**config.mk**
```make
export PLATFORM = sky130hd
export DESIGN_NAME = bindct8_pipe
export DESIGN_NICKNAME = d
export VERILOG_FILES = /design/src/rtl/bindct_pkg.sv /design/src/rtl/bindct_lift.sv /design/src/rtl/bindct8_pipe.sv
export SDC_FILE = /design/constraint.sdc
export NUM_CORES = 1
export LEC_CHECK = 0
export ABC_AREA = 1
export CORE_MARGIN = 1.5
export CORE_UTILIZATION = 55
export CTS_BUF_LIST = sky130_fd_sc_hd__clkbuf_4
export CTS_CLUSTER_DIAMETER = 200
export CTS_CLUSTER_SIZE = 12
export DETAILED_ROUTE_END_ITERATION = 7
export MAX_ROUTING_LAYER = met4
export PLACE_DENSITY = 0.84
export SLEW_MARGIN = 5
export SYNTH_ARGS = -nofsm -noshare
export SYNTH_HDL_FRONTEND = slang
export SYNTH_SLANG_ARGS = --single-unit
```
**constraint.sdc**
```tcl
create_clock -name clk -period 15.85 [get_ports clk]
set_input_delay 3.17 -clock clk [delete_from_list [all_inputs] [get_ports clk]]
set_output_delay 3.17 -clock clk [all_outputs]
set_load 0.005 [all_outputs]
```
**src/rtl/bindct_pkg.sv**
```systemverilog
// Shared constants for the 8-point binDCT pipeline: stage count, vector length
// and the mapping from S4 result slots to output coefficient order.
package bindct_pkg;
  localparam int NUM_STAGES = 5;
  localparam int VEC_LEN    = 8;
  // S4 result slots 0..6 hold d0..d6 and slot 7 holds c7; entry i selects Yi.
  localparam int OUT_MAP [VEC_LEN] = '{0, 7, 3, 6, 1, 5, 2, 4};
endpackage

```
**src/rtl/bindct_lift.sv**
```systemverilog
// One lifting step: y = (+/-)base (+/-) sum of (src >>> k) for every k set in SHIFT_MASK.
module bindct_lift #(
  parameter int         W          = 32,
  parameter logic [7:0] SHIFT_MASK = 8'h00,
  parameter bit         SUB_SUM    = 1'b0,
  parameter bit         NEG_BASE   = 1'b0
) (
  input  logic signed [W-1:0] base,
  input  logic signed [W-1:0] src,
  output logic signed [W-1:0] y
);
  logic signed [W-1:0] sum;

  always_comb begin
    sum = '0;
    for (int k = 1; k < 8; k++) begin
      if (SHIFT_MASK[k]) sum = sum + (src >>> k);
    end
    y = (NEG_BASE ? -base : base) + (SUB_SUM ? -sum : sum);
  end
endmodule

```
**src/rtl/bindct8_pipe.sv**
```systemverilog
// 8-point binDCT, five register stages (butterfly, lift, butterfly, lift, output)
// with a single global stall driven by output back-pressure.
module bindct8_pipe
  import bindct_pkg::*;
#(
  parameter int IN_WIDTH  = 8,
  parameter int OUT_WIDTH = 32,
  parameter int FRAC_BITS = 12,
  parameter int ROUND_OUT = 0
) (
  input  logic                        clk,
  input  logic                        rst,
  input  logic signed [IN_WIDTH-1:0]  x_in [VEC_LEN],
  input  logic                        valid_in,
  output logic                        ready_in,
  output logic signed [OUT_WIDTH-1:0] y_out [VEC_LEN],
  output logic                        valid_out,
  input  logic                        ready_out,
  output logic                        busy
);
  typedef logic signed [OUT_WIDTH-1:0] word_t;
  localparam word_t HALF = word_t'(1) <<< (FRAC_BITS - 1);

  logic [NUM_STAGES-1:0] v;
  logic  adv;
  word_t xe [VEC_LEN];
  word_t a_n [VEC_LEN], s1 [VEC_LEN];
  word_t s2_n [VEC_LEN], s2 [VEC_LEN];
  word_t s3_n [VEC_LEN], s3 [VEC_LEN];
  word_t s4_n [VEC_LEN], s4 [VEC_LEN];
  word_t y_n [VEC_LEN];
  word_t b0, b1, d0, d1, d2, d3, d4, d5, d6;

  // Transfers happen on valid && ready; the pipe only freezes while the output is held.
  assign adv       = !(valid_out && !ready_out);
  assign ready_in  = adv;
  assign valid_out = v[NUM_STAGES-1];
  assign busy      = |v;

  // S1: sign-extend, butterfly, scale into fixed point.
  always_comb begin
    for (int i = 0; i < VEC_LEN; i++) xe[i] = word_t'(x_in[i]);
    for (int i = 0; i < 4; i++) begin
      a_n[i]     = (xe[i] + xe[7-i]) <<< FRAC_BITS;
      a_n[4 + i] = (xe[3-i] - xe[4+i]) <<< FRAC_BITS;
    end
  end

  // S2: odd-part lifting; slot 5 becomes b0, slot 6 becomes b1.
  bindct_lift #(.W(OUT_WIDTH), .SHIFT_MASK(8'h0C), .SUB_SUM(1'b0), .NEG_BASE(1'b0))
    u_lift_b0 (.base(s1[6]), .src(s1[5]), .y(b0));
  bindct_lift #(.W(OUT_WIDTH), .SHIFT_MASK(8'h0A), .SUB_SUM(1'b0), .NEG_BASE(1'b1))
    u_lift_b1 (.base(s1[5]), .src(b0), .y(b1));

  always_comb begin
    s2_n    = s1;
    s2_n[5] = b0;
    s2_n[6] = b1;
  end

  // S3: second butterfly.
  always_comb begin
    s3_n[0] = s2[0] + s2[3];
    s3_n[1] = s2[1] + s2[2];
    s3_n[2] = s2[1] - s2[2];
    s3_n[3] = s2[0] - s2[3];
    s3_n[4] = s2[4] + s2[6];
    s3_n[5] = s2[4] - s2[6];
    s3_n[6] = s2[7] - s2[5];
    s3_n[7] = s2[7] + s2[5];
  end

  // S4: final lifting; d1, d3 and d6 chain off results computed in the same stage.
  assign d0 = s3[0] + s3[1];
  bindct_lift #(.W(OUT_WIDTH), .SHIFT_MASK(8'h02), .SUB_SUM(1'b0), .NEG_BASE(1'b1))
    u_lift_d1 (.base(s3[1]), .src(d0), .y(d1));
  bindct_lift #(.W(OUT_WIDTH), .SHIFT_MASK(8'h0C), .SUB_SUM(1'b1), .NEG_BASE(1'b0))
    u_lift_d2 (.base(s3[2]), .src(s3[3]), .y(d2));
  bindct_lift #(.W(OUT_WIDTH), .SHIFT_MASK(8'h0C), .SUB_SUM(1'b0), .NEG_BASE(1'b0))
    u_lift_d3 (.base(s3[3]), .src(d2), .y(d3));
  bindct_lift #(.W(OUT_WIDTH), .SHIFT_MASK(8'h08), .SUB_SUM(1'b1), .NEG_BASE(1'b0))
    u_lift_d4 (.base(s3[4]), .src(s3[7]), .y(d4));
  bindct_lift #(.W(OUT_WIDTH), .SHIFT_MASK(8'h0E), .SUB_SUM(1'b0), .NEG_BASE(1'b0))
    u_lift_d5 (.base(s3[5]), .src(s3[6]), .y(d5));
  bindct_lift #(.W(OUT_WIDTH), .SHIFT_MASK(8'h02), .SUB_SUM(1'b1), .NEG_BASE(1'b0))
    u_lift_d6 (.base(s3[6]), .src(d5), .y(d6));

  always_comb begin
    s4_n = '{d0, d1, d2, d3, d4, d5, d6, s3[7]};
  end

  // S5: reorder into coefficient order, optionally round half up to integer.
  always_comb begin
    for (int i = 0; i < VEC_LEN; i++) begin
      if (ROUND_OUT != 0) y_n[i] = (s4[OUT_MAP[i]] + HALF) >>> FRAC_BITS;
      else                y_n[i] = s4[OUT_MAP[i]];
    end
  end

  always_ff @(posedge clk) begin
    if (!rst) begin
      v     <= '0;
      y_out <= '{default: '0};
    end else if (adv) begin
      v <= {v[NUM_STAGES-2:0], valid_in};
      if (valid_in) s1    <= a_n;
      if (v[0])     s2    <= s2_n;
      if (v[1])     s3    <= s3_n;
      if (v[2])     s4    <= s4_n;
      if (v[3])     y_out <= y_n;
    end
  end
endmodule

```
# --- After elaboration in Yosys (flattened, before gate mapping) ---
# Cells that the tools add are included.
op_classes:
  add_sub_neg: 36
  bitwise_logic: 1
  reduce_logical: 9
ops:
  columns: ["op", "n"]
  rows:
  - ["$add A32 B32 Y32", 10]
  - ["$sub A32 B32 Y32", 4]
  - ["$add A32 B31 Y32", 2]
  - ["$neg A31 Y32", 2]
  - ["$add A30 B29 Y31", 2]
  - ["$add A8 B8 Y9", 4]
  - ["$sub A8 B8 Y9", 4]
  - ["$add A31 B29 Y32", 1]
  - ["$add A31 B30 Y32", 1]
  - ["$add A32 B20 Y32", 1]
  - ["$add A32 B29 Y32", 1]
  - ["$neg A21 Y32", 1]
  - ["$neg A29 Y32", 1]
  - ["$neg A32 Y32", 1]
  - ["$add A19 B18 Y20", 1]
  - ["$reduce_and A3 Y1", 4]
  - ["$reduce_or A5 Y1", 1]
  - ["$logic_not A1 Y1", 2]
  - ["$reduce_and A2 Y1", 1]
  - ["$logic_and A1 B1 Y1", 1]
  - ["$not A1 Y1", 1]
word_totals:
  ff_bits: 1106
  in_bits: 68
  output_inout_bits: 259
  word_cells: 87

# --- Depth between registers and ports, before layout ---
# Gate-level depths: netlist of the first run.
depth:
  word_depth: 5
  ltp_mapped: 28
  mapped_depth_nobuf: 28

# --- By module ---
# A second synthesis of the first run with hierarchy kept.
unflattened:
  hier_cells: 8342
  hier_area_um2: 63017.9
by_module_without_submodules:
  columns: ["module", "instances", "cells_each", "area_per_inst_um2", "seq_area_each_um2"]
  rows:
  - ["bindct8_pipe", 1, 3920, 39357.7, 23963.0]
  - ["bindct_lift (u_lift_b0 ...)", 2, 500, 2887.8, 0.0]
  - ["bindct_lift (u_lift_d1 ...)", 2, 534, 2534.9, 0.0]
  - ["bindct_lift (u_lift_d5)", 1, 635, 3930.0, 0.0]
  - ["bindct_lift (u_lift_b1)", 1, 621, 3296.9, 0.0]
  - ["bindct_lift (u_lift_d2)", 1, 566, 3093.0, 0.0]
  - ["bindct_lift (u_lift_d4)", 1, 532, 2494.9, 0.0]

# --- Worst setup path before layout of the first run ---
# Ideal clock, no wire load.
synth_path:
  path_type: "input port to flip-flop"
  from: "in rst"
  to: "reg s4[103] (netlist bit), enable pin"
  setup_ps: 736
  t_arrival_ps: 11280
  t_required_ps: 15114
  setup_slack_ps: 3834
  path_stages: 3
  path_buffers: 1
  cell_sequence: "clkbuf_1 > nand2_1 > nor2_1"
synth_via:
  elab_chain_cells: 1
synth_lines:
  columns: ["element", "line", "text"]
  rows:
  - ["from (decl)", "bindct8_pipe.sv:12", "input logic rst,"]
  - ["$reduce_and A3 Y1 (no line)", null, null]
  - ["to (signal assigned)", "bindct8_pipe.sv:109", "if (v[2]) s4 <= s4_n;"]
  - ["to (decl)", "bindct8_pipe.sv:30", "word_t s4_n [VEC_LEN], s4 [VEC_LEN];"]
# No other way between the ends.
# A chain may end at the register's enable or synchronous reset.

# --- Worst setup path in the final report of the first run ---
layout_path:
  from: "in ready_out"
  to: "out ready_in"
layout_via:
  elab_chain_cells: 3
layout_lines:
  columns: ["element", "line", "text"]
  rows:
  - ["from (decl)", "bindct8_pipe.sv:18", "input logic ready_out,"]
  - ["$logic_not A1 Y1", "bindct8_pipe.sv:35", "assign adv = !(valid_out && !ready_out);"]
  - ["$logic_and A1 B1 Y1", "bindct8_pipe.sv:35", null]
  - ["$logic_not A1 Y1", "bindct8_pipe.sv:35", null]
  - ["to (decl)", "bindct8_pipe.sv:15", "output logic ready_in,"]
# No other way between the ends.

==> results.rst, run 1 <==
.. list-table::
   :header-rows: 1

   * - Metric
     - Value
   * - Total of flip-flops plus latches after synthesis
     - 715
   * - Buffer cell driving the clock tree root
     - clkbuf_4
   * - Main synth FF type
     - edfxtp_1
   * - IO Count
     - 327
   * - Sink Count
     - 715
   * - Compound-cell area share of the yosys netlist
     - 0.111
   * - Via count of the first global-routing pass
     - 30500
   * - TritonCTS clock tree
     - done
   * - Cell Rows
     - 102
   * - Fraction of the mapped netlist area in adder cells
     - 0.168
   * - Critical Path Max Stage Delay
     - between 0.6 and 0.7 ns
   * - DRT iter0 DRCs
     - approximately 2400
   * - Top cell type by total area after synthesis
     - edfxtp_1
   * - Worst path bufs/invs
     - 3
   * - Htree depth
     - 3
   * - Shortest clock period the worst path allows after layout
     - 8.23 ns
   * - Synth warnings
     - 0
   * - Biggest fanout along the worst timing path
     - 7
   * - Number of enable flip-flop cells after synthesis
     - 524
   * - Post-layout nets
     - 5379
   * - Detailed-route DRC error count
     - 0
   * - Chip width
     - between 200 and 300 microns
   * - CTS hold repair buffers
     - 0
   * - Initial core utilization
     - 0.558
   * - Setup crit end kind
     - output port
   * - Rel. slew slack
     - 0.274
   * - Final max-slew violation count
     - 0
   * - Die boundary height
     - 284 microns
   * - Post-Synthesis Cell Area
     - 43400 sq um
   * - Peak Freq
     - around 120 MHz
   * - Fill cell count
     - 6478
   * - Clock buffer depth
     - 3
   * - Post-synthesis share of cell area spent on xor and xnor gates
     - 0.0676
   * - Ratio of routed vias to standard cells
     - 5.34
   * - Worst-case vdd ir drop
     - a little under 0.1 mV
   * - Latest clock arrival within the worst-skew pair
     - 0.87 ns
   * - Post-cts sizing count
     - 0
   * - Kind of start point of the critical path
     - input pin
   * - Outcome
     - finished, final reports clean
   * - Biggest area contributors in the synthesized netlist
     - edfxtp_1 36%, ha_1 11%, dfxtp_1 8.8%
   * - Number of hold violations in the final report
     - 0
   * - Cell variety after synth
     - 61
   * - HPWL after detailed placement
     - approximately 82 mm
   * - Count of antenna-violating nets left after detailed routing
     - 0
   * - Cell area after layout
     - around 48000 sq um
   * - Total power
     - 0.00532 W
   * - Antenna violations before repair
     - 3
   * - Total wire length after detailed routing
     - around 100 mm
   * - Fraction of synthesized cell area taken by the top area cell type
     - 0.363
   * - Share of the clock period used by the worst path after layout
     - 0.519
   * - Number of setup buffers added after CTS
     - 0
   * - Most Frequent Cell on Critical Path
     - clkdlybuf4s50_1
   * - Count of buffers inserted at the top-level ports
     - 259
   * - Total placed instance area
     - 46700 sq um
   * - Worst-path cell with the longest stage delay
     - nor2_1
   * - RSZ-0062 raised after global routing
     - false
   * - Placeable core region
     - 77700 sq um
   * - Average wire per cell in the routed design
     - 17.5 microns
   * - First-pass GRT wire length
     - 162 mm
   * - Clock-pin slew reported for the worst setup and hold paths after clock tree synthesis
     - 0.12 ns
   * - Total negative slack for setup checks
     - 0 ns
   * - Number of maximum-capacitance violations
     - 0
   * - Arrival time of the worst setup path
     - 5.06 ns
   * - Class of the most critical setup path
     - input pin to output port
   * - Area growth from synthesis to layout
     - 9.97%
   * - Mean instance size in the synthesized netlist
     - 9.50 sq um
   * - PwrDens
     - 112 nW/um^2
   * - Simple-gate share of the synthesized area
     - 0.125
   * - Post-synthesis sequential area ratio
     - 0.451
   * - Leftover overflow at the end of global routing
     - 0
   * - Synth async-reset ratio
     - 0
   * - Worst clock skew
     - 0.0927 ns
   * - Ordered list of cells on the worst path
     - clkdlybuf4s50_1 > nor2_1 > inv_1 > clkdlybuf4s50_1
   * - TritonCTS buffer count
     - 69
   * - Hold slack final
     - 0.390 ns
   * - Kind of cell adding the most delay to the critical path
     - buffers and inverters
   * - Slew at the pin closest to its max-slew limit
     - 1.09 ns
   * - Die outline area
     - 80500 sq um
   * - Number of vias in the routed layout
     - 31500
   * - Combinational family with the most area after synthesis
     - adder cells
   * - Static leakage
     - approximately 21 nW
   * - Fraction of layout cells with a size suffix above 1
     - 0.0400
   * - Detailed Routing Iterations Pass 1
     - 6
   * - Post-Synthesis Cells
     - 4564
   * - Portion of netlist area occupied by mux cells
     - 0
   * - Pin count of the biggest net entering global routing
     - between 150 and 200
   * - Total Routing Usage GR
     - 0.261
   * - Critical path required time
     - 12.68 ns
   * - Final estimated routing congestion in global placement
     - 0.956
   * - Count of final setup violators
     - 0
   * - Worst min-delay path category
     - flop to flop
## metal layers
layer  vias to the layer above  share of wire  global-route usage
li1                      15600              -                   -
met2                       919           0.46               0.409
met4                         0          0.026              0.0755
met5                         -              0                   -
met3                       139          0.056              0.0244
met1                     14900           0.46               0.363
## Yosys cell counts, drive strengths merged (85+ instances only)
| cell type | n |
|---|---|
| inv | 651 |
| nor2 | 599 |
| edfxtp | 524 |
| nand2 | 518 |
| ha | 382 |
| o21ai | 365 |
| a21oi | 313 |
| xor2 | 250 |
| dfxtp | 191 |
| fa | 125 |
| nand3 | 122 |
| clkbuf | 85 |
## cell usage in the layout, fill, tap and decap left out, types with 5 or more instances in the layout
cell,instances
o211ai_1,19
nand2_1,504
a21o_1,20
clkdlybuf4s50_1,258
o21ai_1,21
a21boi_0,6
clkbuf_4,116
nor2_1,584
nand2_2,14
nand4_1,21
ha_1,382
inv_1,648
edfxtp_1,524
nor3_1,29
a2111oi_0,5
nand3_2,7
a31oi_1,26
a21oi_1,311
o21ai_0,342
xor2_1,249
nor2_2,9
inv_2,5
nor4_1,18
o21bai_1,29
o22ai_1,11
nor2_4,6
xnor2_1,81
buf_4,11
fa_1,125
nand3_1,115
a221oi_1,5
conb_1,67
o31ai_1,30
dfxtp_1,191
o221ai_1,7
o21a_1,9
## power by group
| group | switching (W) | internal (W) |
|---|---|---|
| registers | 0.0000496 | 0.00223 |
| clock network | 0.000588 | 0.000362 |
| logic | 0.00134 | 0.000746 |
| total | 0.00198 | 0.00334 |
## cell type report
cell class / instances / area, sq um / share of cell area
clock inverters: 5 / 73.8 / 0.00155
diodes: 1 / 2.50 / 0.0000525
flip-flops and latches: 715 / 19600 / 0.410
multi-input cells: 3094 / 20700 / 0.435
inverters: 654 / 2460 / 0.0516
repair buffers: 270 / 2690 / 0.0563
well taps: 1040 / 1300 / 0.0273
clock buffers: 116 / 871 / 0.0183
## through the flow
step	setup slack (ns)	utilization	cells
final	7.62	0.613	5895
after global routing	7.51	0.613	5895
after CTS	7.63	0.613	5894
after detailed placement	7.63	0.601	5773
after global placement	7.64	0.601	5773
after floorplan	3.83	-	4630
## sequential cells by signal, indices dropped and copies added, names as in the netlist
name	count
s1	68
s2	98
s3	172
s4	186
v	5
y_out	186
## worst paths after layout
kind,from,cells after the start,endpoint,slack [ns]
hold / removal,s1[115]$_DFFE_PP_,0,s2[115]$_DFFE_PP_,0.39
hold reg to reg,s1[115]$_DFFE_PP_,0,s2[115]$_DFFE_PP_,0.39
setup reg to reg,s3[204]$_DFFE_PP_,23,s4[159]$_DFFE_PP_,9.60
setup / recovery,ready_out,4,ready_in,7.62
## logic make-up (layout without fill, tap and decap cells)
| logic type | count (synthesis) | count (layout) |
|---|---|---|
| adder cells (fa/ha/maj) | 507 | 507 |
| buffers and inverters | 821 | 1045 |
| XOR/XNOR | 332 | 332 |
| AND/OR/NAND/NOR | 1323 | 1323 |
| flip-flops | 715 | 715 |
| AO/OA/AOI/OAI | 865 | 865 |
| other | 1 | 68 |
Note: power is estimated with default switching activity, not from simulation.
==> run 2: changes to the inputs <==
--- a/config.mk
+++ b/config.mk
@@ -13,7 +13,7 @@
 export CTS_CLUSTER_SIZE = 12
 export DETAILED_ROUTE_END_ITERATION = 7
 export MAX_ROUTING_LAYER = met4
-export PLACE_DENSITY = 0.84
+export PLACE_DENSITY = 0.87
 export SLEW_MARGIN = 5
 export SYNTH_ARGS = -nofsm -noshare
 export SYNTH_HDL_FRONTEND = slang
==> constraint.sdc (replaced) <==
create_clock -name clk -period 6.7 [get_ports clk]
set_input_delay 1.34 -clock clk [delete_from_list [all_inputs] [get_ports clk]]
set_output_delay 1.34 -clock clk [all_outputs]
set_load 0.005 [all_outputs]
==> run 2 against run 1 <==
Sequential cell count did not move. Die area unchanged. Combinational power up 140%. Non-clock buffer count up 1. Via count grew 1.6%. Critical path depth rose by 19. Core utilization barely moved. Clock skew down 0.034 ns. Final area about the same. Sequential power grew 140%. Critical endpoint is now s4[158]$_DFFE_PP_.
==> results.rst, run 2 (synthesis results as in run 1) <==
.. list-table::
   :header-rows: 1

   * - Metric
     - Value
   * - Outcome
     - finished, final reports clean
   * - Static leakage
     - 20.9 nW (-0.14%)
   * - TritonCTS clock tree
     - done
   * - HPWL after detailed placement
     - 82.6 mm (+1.1%)
   * - Ratio of routed vias to standard cells
     - 5.44 (+1.7%)
   * - Ordered list of cells on the worst path
     - inv_1 > fa_1 > ha_1 > nand2_1 > nor2_1 > nand4_1 > nand3_1 > inv_1 > o21ai_1 > a21oi_1 > o21ai_1 > xor2_1 > inv_1 > fa_1 > inv_1 > ha_1 > nand2_1 > nor4_1 > nand4_1 > nand3_1 > nand3_1 > nand2_1 > xor2_1
   * - Detailed Routing Iterations Pass 1
     - 7 (+1)
   * - Cell Rows
     - 102 (unchanged)
   * - Final max-slew violation count
     - 0 (unchanged)
   * - DRT iter0 DRCs
     - 2833 (+16%)
   * - Initial core utilization
     - 0.558 (unchanged)
   * - Worst clock skew
     - 0.0586 ns (-0.0341 ns)
   * - TritonCTS buffer count
     - 69 (unchanged)
   * - Most Frequent Cell on Critical Path
     - inv_1
   * - Slew at the pin closest to its max-slew limit
     - 1.01 ns (-0.0791 ns)
   * - Via count of the first global-routing pass
     - 30400 (-0.36%)
   * - Kind of cell adding the most delay to the critical path
     - simple AND/OR/NAND/NOR gates
   * - Total Routing Usage GR
     - 0.263 (+0.00140)
   * - Number of vias in the routed layout
     - 32000 (+1.6%)
   * - Die outline area
     - 80500 sq um (unchanged)
   * - Latest clock arrival within the worst-skew pair
     - 0.88 ns (about the same)
   * - Buffer cell driving the clock tree root
     - clkbuf_4
   * - Antenna violations before repair
     - 6 (+3)
   * - Post-layout nets
     - 5380 (+0.019%)
   * - Total power
     - 0.0126 W (+140%)
   * - Arrival time of the worst setup path
     - 6.30 ns (+1.24 ns)
   * - Share of the clock period used by the worst path after layout
     - 0.849
   * - Worst min-delay path category
     - flop to flop
   * - First-pass GRT wire length
     - 163 mm (+0.78%)
   * - Die boundary height
     - 284 microns (unchanged)
   * - Count of antenna-violating nets left after detailed routing
     - 0 (unchanged)
   * - Number of maximum-capacitance violations
     - 0 (unchanged)
   * - Average wire per cell in the routed design
     - 17.7 microns (+1.6%)
   * - Count of buffers inserted at the top-level ports
     - 259 (unchanged)
   * - Class of the most critical setup path
     - flop to flop
   * - Hold slack final
     - 0.421 ns (+0.0313 ns)
   * - Top library cells by usage in the layout, fill and taps aside
     - 648 x inv_1, 584 x nor2_1, 524 x edfxtp_1
   * - Htree depth
     - 3 (unchanged)
   * - Sink Count
     - 715 (unchanged)
   * - Rel. slew slack
     - 0.327 (+0.0527)
   * - Number of setup buffers added after CTS
     - 0 (unchanged)
   * - Number of hold violations in the final report
     - 0 (unchanged)
   * - Kind of start point of the critical path
     - flop
   * - Leftover overflow at the end of global routing
     - 0 (unchanged)
   * - Storage cell area
     - 19600 sq um (unchanged)
   * - Clock-pin slew reported for the worst setup and hold paths after clock tree synthesis
     - 0.13 ns (about the same)
   * - Fill cell count
     - 6381 (-1.5%)
   * - Placeable core region
     - 77700 sq um (unchanged)
   * - Critical Path Max Stage Delay
     - 0.57 ns (-0.11 ns)
   * - Area taken by multi-input logic gates
     - 20700 sq um (unchanged)
   * - Shortest clock period the worst path allows after layout
     - 5.69 ns
   * - Post-cts sizing count
     - 0 (unchanged)
   * - Clock buffer depth
     - 3 (unchanged)
   * - IO Count
     - 327 (unchanged)
   * - Total wire length after detailed routing
     - 105 mm (+1.5%)
   * - Regs by FF count
     - s4: 186 flops, y_out: 186 flops, s3: 172 flops
   * - Total negative slack for setup checks
     - 0 ns (unchanged)
   * - Worst path bufs/invs
     - 4 (+1)
   * - Commonest non-fill, non-tap cell in the layout
     - inv_1
   * - Detailed-route DRC error count
     - 0 (unchanged)
   * - CTS hold repair buffers
     - 0 (unchanged)
   * - Pin count of the biggest net entering global routing
     - 188 (+0.53%)
   * - Fin util
     - 0.613 (about the same)
   * - Area growth from synthesis to layout
     - 9.96% (about the same)
   * - Worst-case vdd ir drop
     - 0.246 mV (+160%)
   * - Worst-path cell with the longest stage delay
     - nor4_1
   * - Final estimated routing congestion in global placement
     - 0.970 (+1.5%)
   * - Peak Freq
     - 176 MHz
   * - Setup crit end kind
     - flop
   * - Count of final setup violators
     - 0 (unchanged)
   * - RSZ-0062 raised after global routing
     - false
   * - PwrDens
     - 265 nW/um^2 (+140%)
   * - Fraction of layout cells with a size suffix above 1
     - 0.0384 (-0.00158)
   * - Chip width
     - 284 microns (unchanged)
   * - Critical path required time
     - 7.31 ns (-5.37 ns)
   * - Biggest fanout along the worst timing path
     - 5 (-2)
## run 2: metrics by stage
step	std cells	instance area (sq um)	worst slack (ns)
global placement	5774	46800	1.16
finish	5888	47700	1.01
CTS	5886	47700	1.09
global route	5888	47700	0.624
detailed placement	5774	46800	1.19
floorplan	4630	43600	0.368
## run 2: power by group
| part | total (W) | switching [W] | internal [W] |
|---|---|---|---|
| Combinational | 0.00497 | 0.00320 | 0.00177 |
| Clock | 0.00225 | 0.00142 | 0.000836 |
| Sequential | 0.00539 | 0.000119 | 0.00527 |
## run 2: final cells by class
cell class,count,share of cell area
antenna,2,0.000105
clock buffer,107,0.0168
clock inverter,5,0.00213
inverter,654,0.0516
multi-input combinational,3094,0.435
sequential,715,0.410
tap,1040,0.0273
timing repair buffer,271,0.0570
## run 2: metal layers
layer	part of all wire	track usage	up-vias
met5	0	-	-
met1	0.46	0.371	15200
met4	0.021	0.0655	0
met3	0.064	0.0295	138
met2	0.45	0.406	1075
li1	-	-	15600
## run 2: final timing paths
check                     from                 to  slack [ns]  cells past startpoint
max          s3[146]$_DFFE_PP_  s4[158]$_DFFE_PP_        1.01                     23
min          s1[108]$_DFFE_PP_  s2[108]$_DFFE_PP_        0.42                      0
max reg2reg  s3[146]$_DFFE_PP_  s4[158]$_DFFE_PP_        1.01                     23
min reg2reg  s1[108]$_DFFE_PP_  s2[108]$_DFFE_PP_        0.42                      0
==> run 3: changes to the inputs <==
--- a/config.mk
+++ b/config.mk
@@ -13,7 +13,7 @@
 export CTS_CLUSTER_SIZE = 12
 export DETAILED_ROUTE_END_ITERATION = 7
 export MAX_ROUTING_LAYER = met4
-export PLACE_DENSITY = 0.87
+export PLACE_DENSITY = 0.84
 export SLEW_MARGIN = 5
 export SYNTH_ARGS = -nofsm -noshare
 export SYNTH_HDL_FRONTEND = slang
==> constraint.sdc (replaced) <==
create_clock -name clk -period 5.8 [get_ports clk]
set_input_delay 1.16 -clock clk [delete_from_list [all_inputs] [get_ports clk]]
set_output_delay 1.16 -clock clk [all_outputs]
set_load 0.005 [all_outputs]
==> run 3 against run 2 <==
Worst hold slack worse by 0.0072 ns. Sequential share of layout area is 0.11 points lower. Core utilization is 0.16 points higher. Sequential power is 16% higher. Final area is 0.26% higher. Clock-buffer cell count is 8 higher. Via count is 0.61% lower. Setup slack worse by 0.69 ns. Critical path depth stayed put. Register-to-register slack worse by 0.69 ns. First-iteration DRC count is 5.0% lower. Largest cell class unchanged. Largest power group unchanged. Highest routed layer unchanged.
==> results.rst, run 3 (synthesis results as in run 1) <==
.. list-table::
   :header-rows: 1

   * - Metric
     - Value
   * - Die outline area
     - 80500 sq um (unchanged)
   * - First-pass GRT wire length
     - 166 mm (+1.8%)
   * - Shortest clock period the worst path allows after layout
     - 5.48 ns (-0.213 ns)
   * - Post-Place Setup Slack
     - 0.127 ns (-1.07 ns)
   * - Final estimated routing congestion in global placement
     - 0.969 (-0.14%)
   * - Area growth from synthesis to layout
     - 10.2%
   * - Share of the clock period used by the worst path after layout
     - 0.944 (+0.0950)
   * - Htree depth
     - 3 (unchanged)
   * - TritonCTS buffer count
     - 69 (unchanged)
   * - Regs by FF count
     - s4: 186 flops, y_out: 186 flops, s3: 172 flops
   * - Detailed-route DRC error count
     - 0 (unchanged)
   * - Antenna violations before repair
     - 6 (unchanged)
   * - Setup ws final
     - 0.323 ns (-0.687 ns)
   * - IO Count
     - 327 (unchanged)
   * - Cell count after placement
     - 5782 (+0.14%)
   * - Latest clock arrival within the worst-skew pair
     - 0.87 ns (about the same)
   * - RSZ-0062 raised after global routing
     - false
   * - Count of buffers inserted at the top-level ports
     - 259 (unchanged)
   * - Worst-case vdd ir drop
     - 0.263 mV (+6.7%)
   * - Placeable core region
     - 77700 sq um (unchanged)
   * - Fill cell count
     - 6473 (+1.4%)
   * - PwrDens
     - 306 nW/um^2 (+16%)
   * - Ratio of routed vias to standard cells
     - 5.39 (-0.91%)
   * - Top library cells by usage in the layout, fill and taps aside
     - 648 x inv_1, 583 x nor2_1, 524 x edfxtp_1
   * - Arrival time of the worst setup path
     - 6.10 ns (-0.20 ns)
   * - Chip width
     - 284 microns (unchanged)
   * - Pin count of the biggest net entering global routing
     - 101 (-46%)
   * - Kind of start point of the critical path
     - flop
   * - Detailed Routing Iterations Pass 1
     - 5 (-2)
   * - Commonest non-fill, non-tap cell in the layout
     - inv_1
   * - TritonCTS clock tree
     - done
   * - Slew at the pin closest to its max-slew limit
     - 0.933 ns (-0.0773 ns)
   * - Cell area after layout
     - 47800 sq um (+0.26%)
   * - Area taken by multi-input logic gates
     - 20800 sq um (+0.11%)
   * - Total wire length after detailed routing
     - 106 mm (+1.4%)
   * - Clock buffer depth
     - 3 (unchanged)
   * - Hold slack final
     - 0.414 ns (-0.00715 ns)
   * - Buffer cell driving the clock tree root
     - clkbuf_4
   * - Total negative slack for setup checks
     - 0 ns (unchanged)
   * - Total Routing Usage GR
     - 0.269 (+0.00597)
   * - Cell Rows
     - 102 (unchanged)
   * - Final Non-Filler Cells
     - 5906 (+0.31%)
   * - Via count of the first global-routing pass
     - 30800 (+1.2%)
   * - Outcome
     - finished, final reports clean
   * - Fraction of layout cells with a size suffix above 1
     - 0.0426 (+0.00419)
   * - Critical path required time
     - 6.42 ns (-0.89 ns)
   * - Number of hold violations in the final report
     - 0 (unchanged)
   * - Peak Freq
     - 183 MHz (+3.9%)
   * - DRT iter0 DRCs
     - 2692 (-5.0%)
   * - Clock-pin slew reported for the worst setup and hold paths after clock tree synthesis
     - 0.14 ns (about the same)
   * - Average wire per cell in the routed design
     - 17.9 microns (+1.1%)
   * - Worst min-delay path category
     - flop to flop
   * - Worst clock skew
     - 0.0641 ns (+0.00558 ns)
   * - Rel. slew slack
     - 0.378 (+0.0516)
   * - Leftover overflow at the end of global routing
     - 0 (unchanged)
   * - Number of maximum-capacitance violations
     - 0 (unchanged)
   * - Storage cell area
     - 19600 sq um (unchanged)
   * - Count of final setup violators
     - 0 (unchanged)
   * - Total placed instance area
     - 46800 sq um (+0.13%)
   * - Post-layout nets
     - 5388 (+0.15%)
   * - Sink Count
     - 715 (unchanged)
   * - Setup crit end kind
     - flop
   * - Count of antenna-violating nets left after detailed routing
     - 0 (unchanged)
   * - Number of setup buffers added after CTS
     - 0 (unchanged)
   * - Number of vias in the routed layout
     - 31800 (-0.61%)
   * - Final max-slew violation count
     - 0 (unchanged)
   * - Initial core utilization
     - 0.558 (unchanged)
   * - Static leakage
     - 21.0 nW (+0.36%)
   * - Biggest fanout along the worst timing path
     - 5 (unchanged)
   * - Die boundary height
     - 284 microns (unchanged)
   * - Class of the most critical setup path
     - flop to flop
   * - HPWL after detailed placement
     - 84.7 mm (+2.6%)
==> run 3: cell count changes in the layout (fill, tap and decap cells not counted), sizes merged <==
cell,delta
buf,+8
clkbuf,+8
diode,+2
bufinv,-1
inv,+1
==> run 3: final cells by class <==
| cell class | instances | share of cell area |
|---|---|---|
| Sequential cell | 715 | 0.409 |
| Clock inverter | 5 | 0.00157 |
| Clock buffer | 115 | 0.0181 |
| Antenna cell | 4 | 0.000209 |
| Multi-Input combinational cell | 3094 | 0.434 |
| Tap cell | 1040 | 0.0272 |
| Inverter | 654 | 0.0515 |
| Timing Repair Buffer | 279 | 0.0581 |
==> run 3: worst paths after layout <==
kind | from | endpoint | slack [ns] | cells after the start
max reg2reg | s3[146]$_DFFE_PP_ | s4[158]$_DFFE_PP_ | 0.32 | 23
max | s3[146]$_DFFE_PP_ | s4[158]$_DFFE_PP_ | 0.32 | 23
min reg2reg | s1[109]$_DFFE_PP_ | s2[109]$_DFFE_PP_ | 0.41 | 0
min | s1[109]$_DFFE_PP_ | s2[109]$_DFFE_PP_ | 0.41 | 0
==> run 3: critical path: stages, from the launching register on <==
cell	delay, ns
edfxtp_1	0.39
inv_1	0.19
fa_1	0.45
ha_1	0.41
nand2_1	0.16
nor2_2	0.23
nand4_1	0.15
nand3_1	0.18
inv_1	0.08
o21ai_2	0.20
a21oi_1	0.14
o21ai_1	0.17
xor2_1	0.23
inv_1	0.12
fa_1	0.51
inv_1	0.04
ha_1	0.34
a21oi_1	0.16
o21ai_0	0.13
a221oi_1	0.36
nand3_1	0.24
nand3_1	0.13
nand2_1	0.06
xor2_1	0.14
==> run 3: per-stage QoR <==
| step | power, W | util |
|---|---|---|
| after floorplan | 0.0104 | - |
| after global placement | 0.0119 | 0.602 |
| after detailed placement | 0.0120 | 0.602 |
| after CTS | 0.0146 | 0.615 |
| after global routing | 0.0156 | 0.615 |
| final | 0.0146 | 0.615 |
==> run 3: repair_timing <==
item | 4_1_cts | 5_1_grt
gates resized for setup | 0 | 5
setup endpoints to repair | 0 | 7
hold buffers | 0 | 0
==> run 3: report_power, final <==
part / leakage, nW / switching (W) / internal (W) / total, W
combinational: 14.1 / 0.00371 / 0.00207 / 0.00578
clock: 0.566 / 0.00164 / 0.000980 / 0.00262
sequential: 6.33 / 0.000139 / 0.00609 / 0.00623
total: 21.0 / 0.00549 / 0.00914 / 0.0146
==> run 3: layer usage <==
| metal | vias up | share of wire | GRT usage |
|---|---|---|---|
| met2 | 1006 | 0.45 | 0.414 |
| li1 | 15600 | - | - |
| met1 | 15100 | 0.47 | 0.383 |
| met4 | 0 | 0.019 | 0.0643 |
| met3 | 131 | 0.060 | 0.0278 |
| met5 | - | 0 | - |
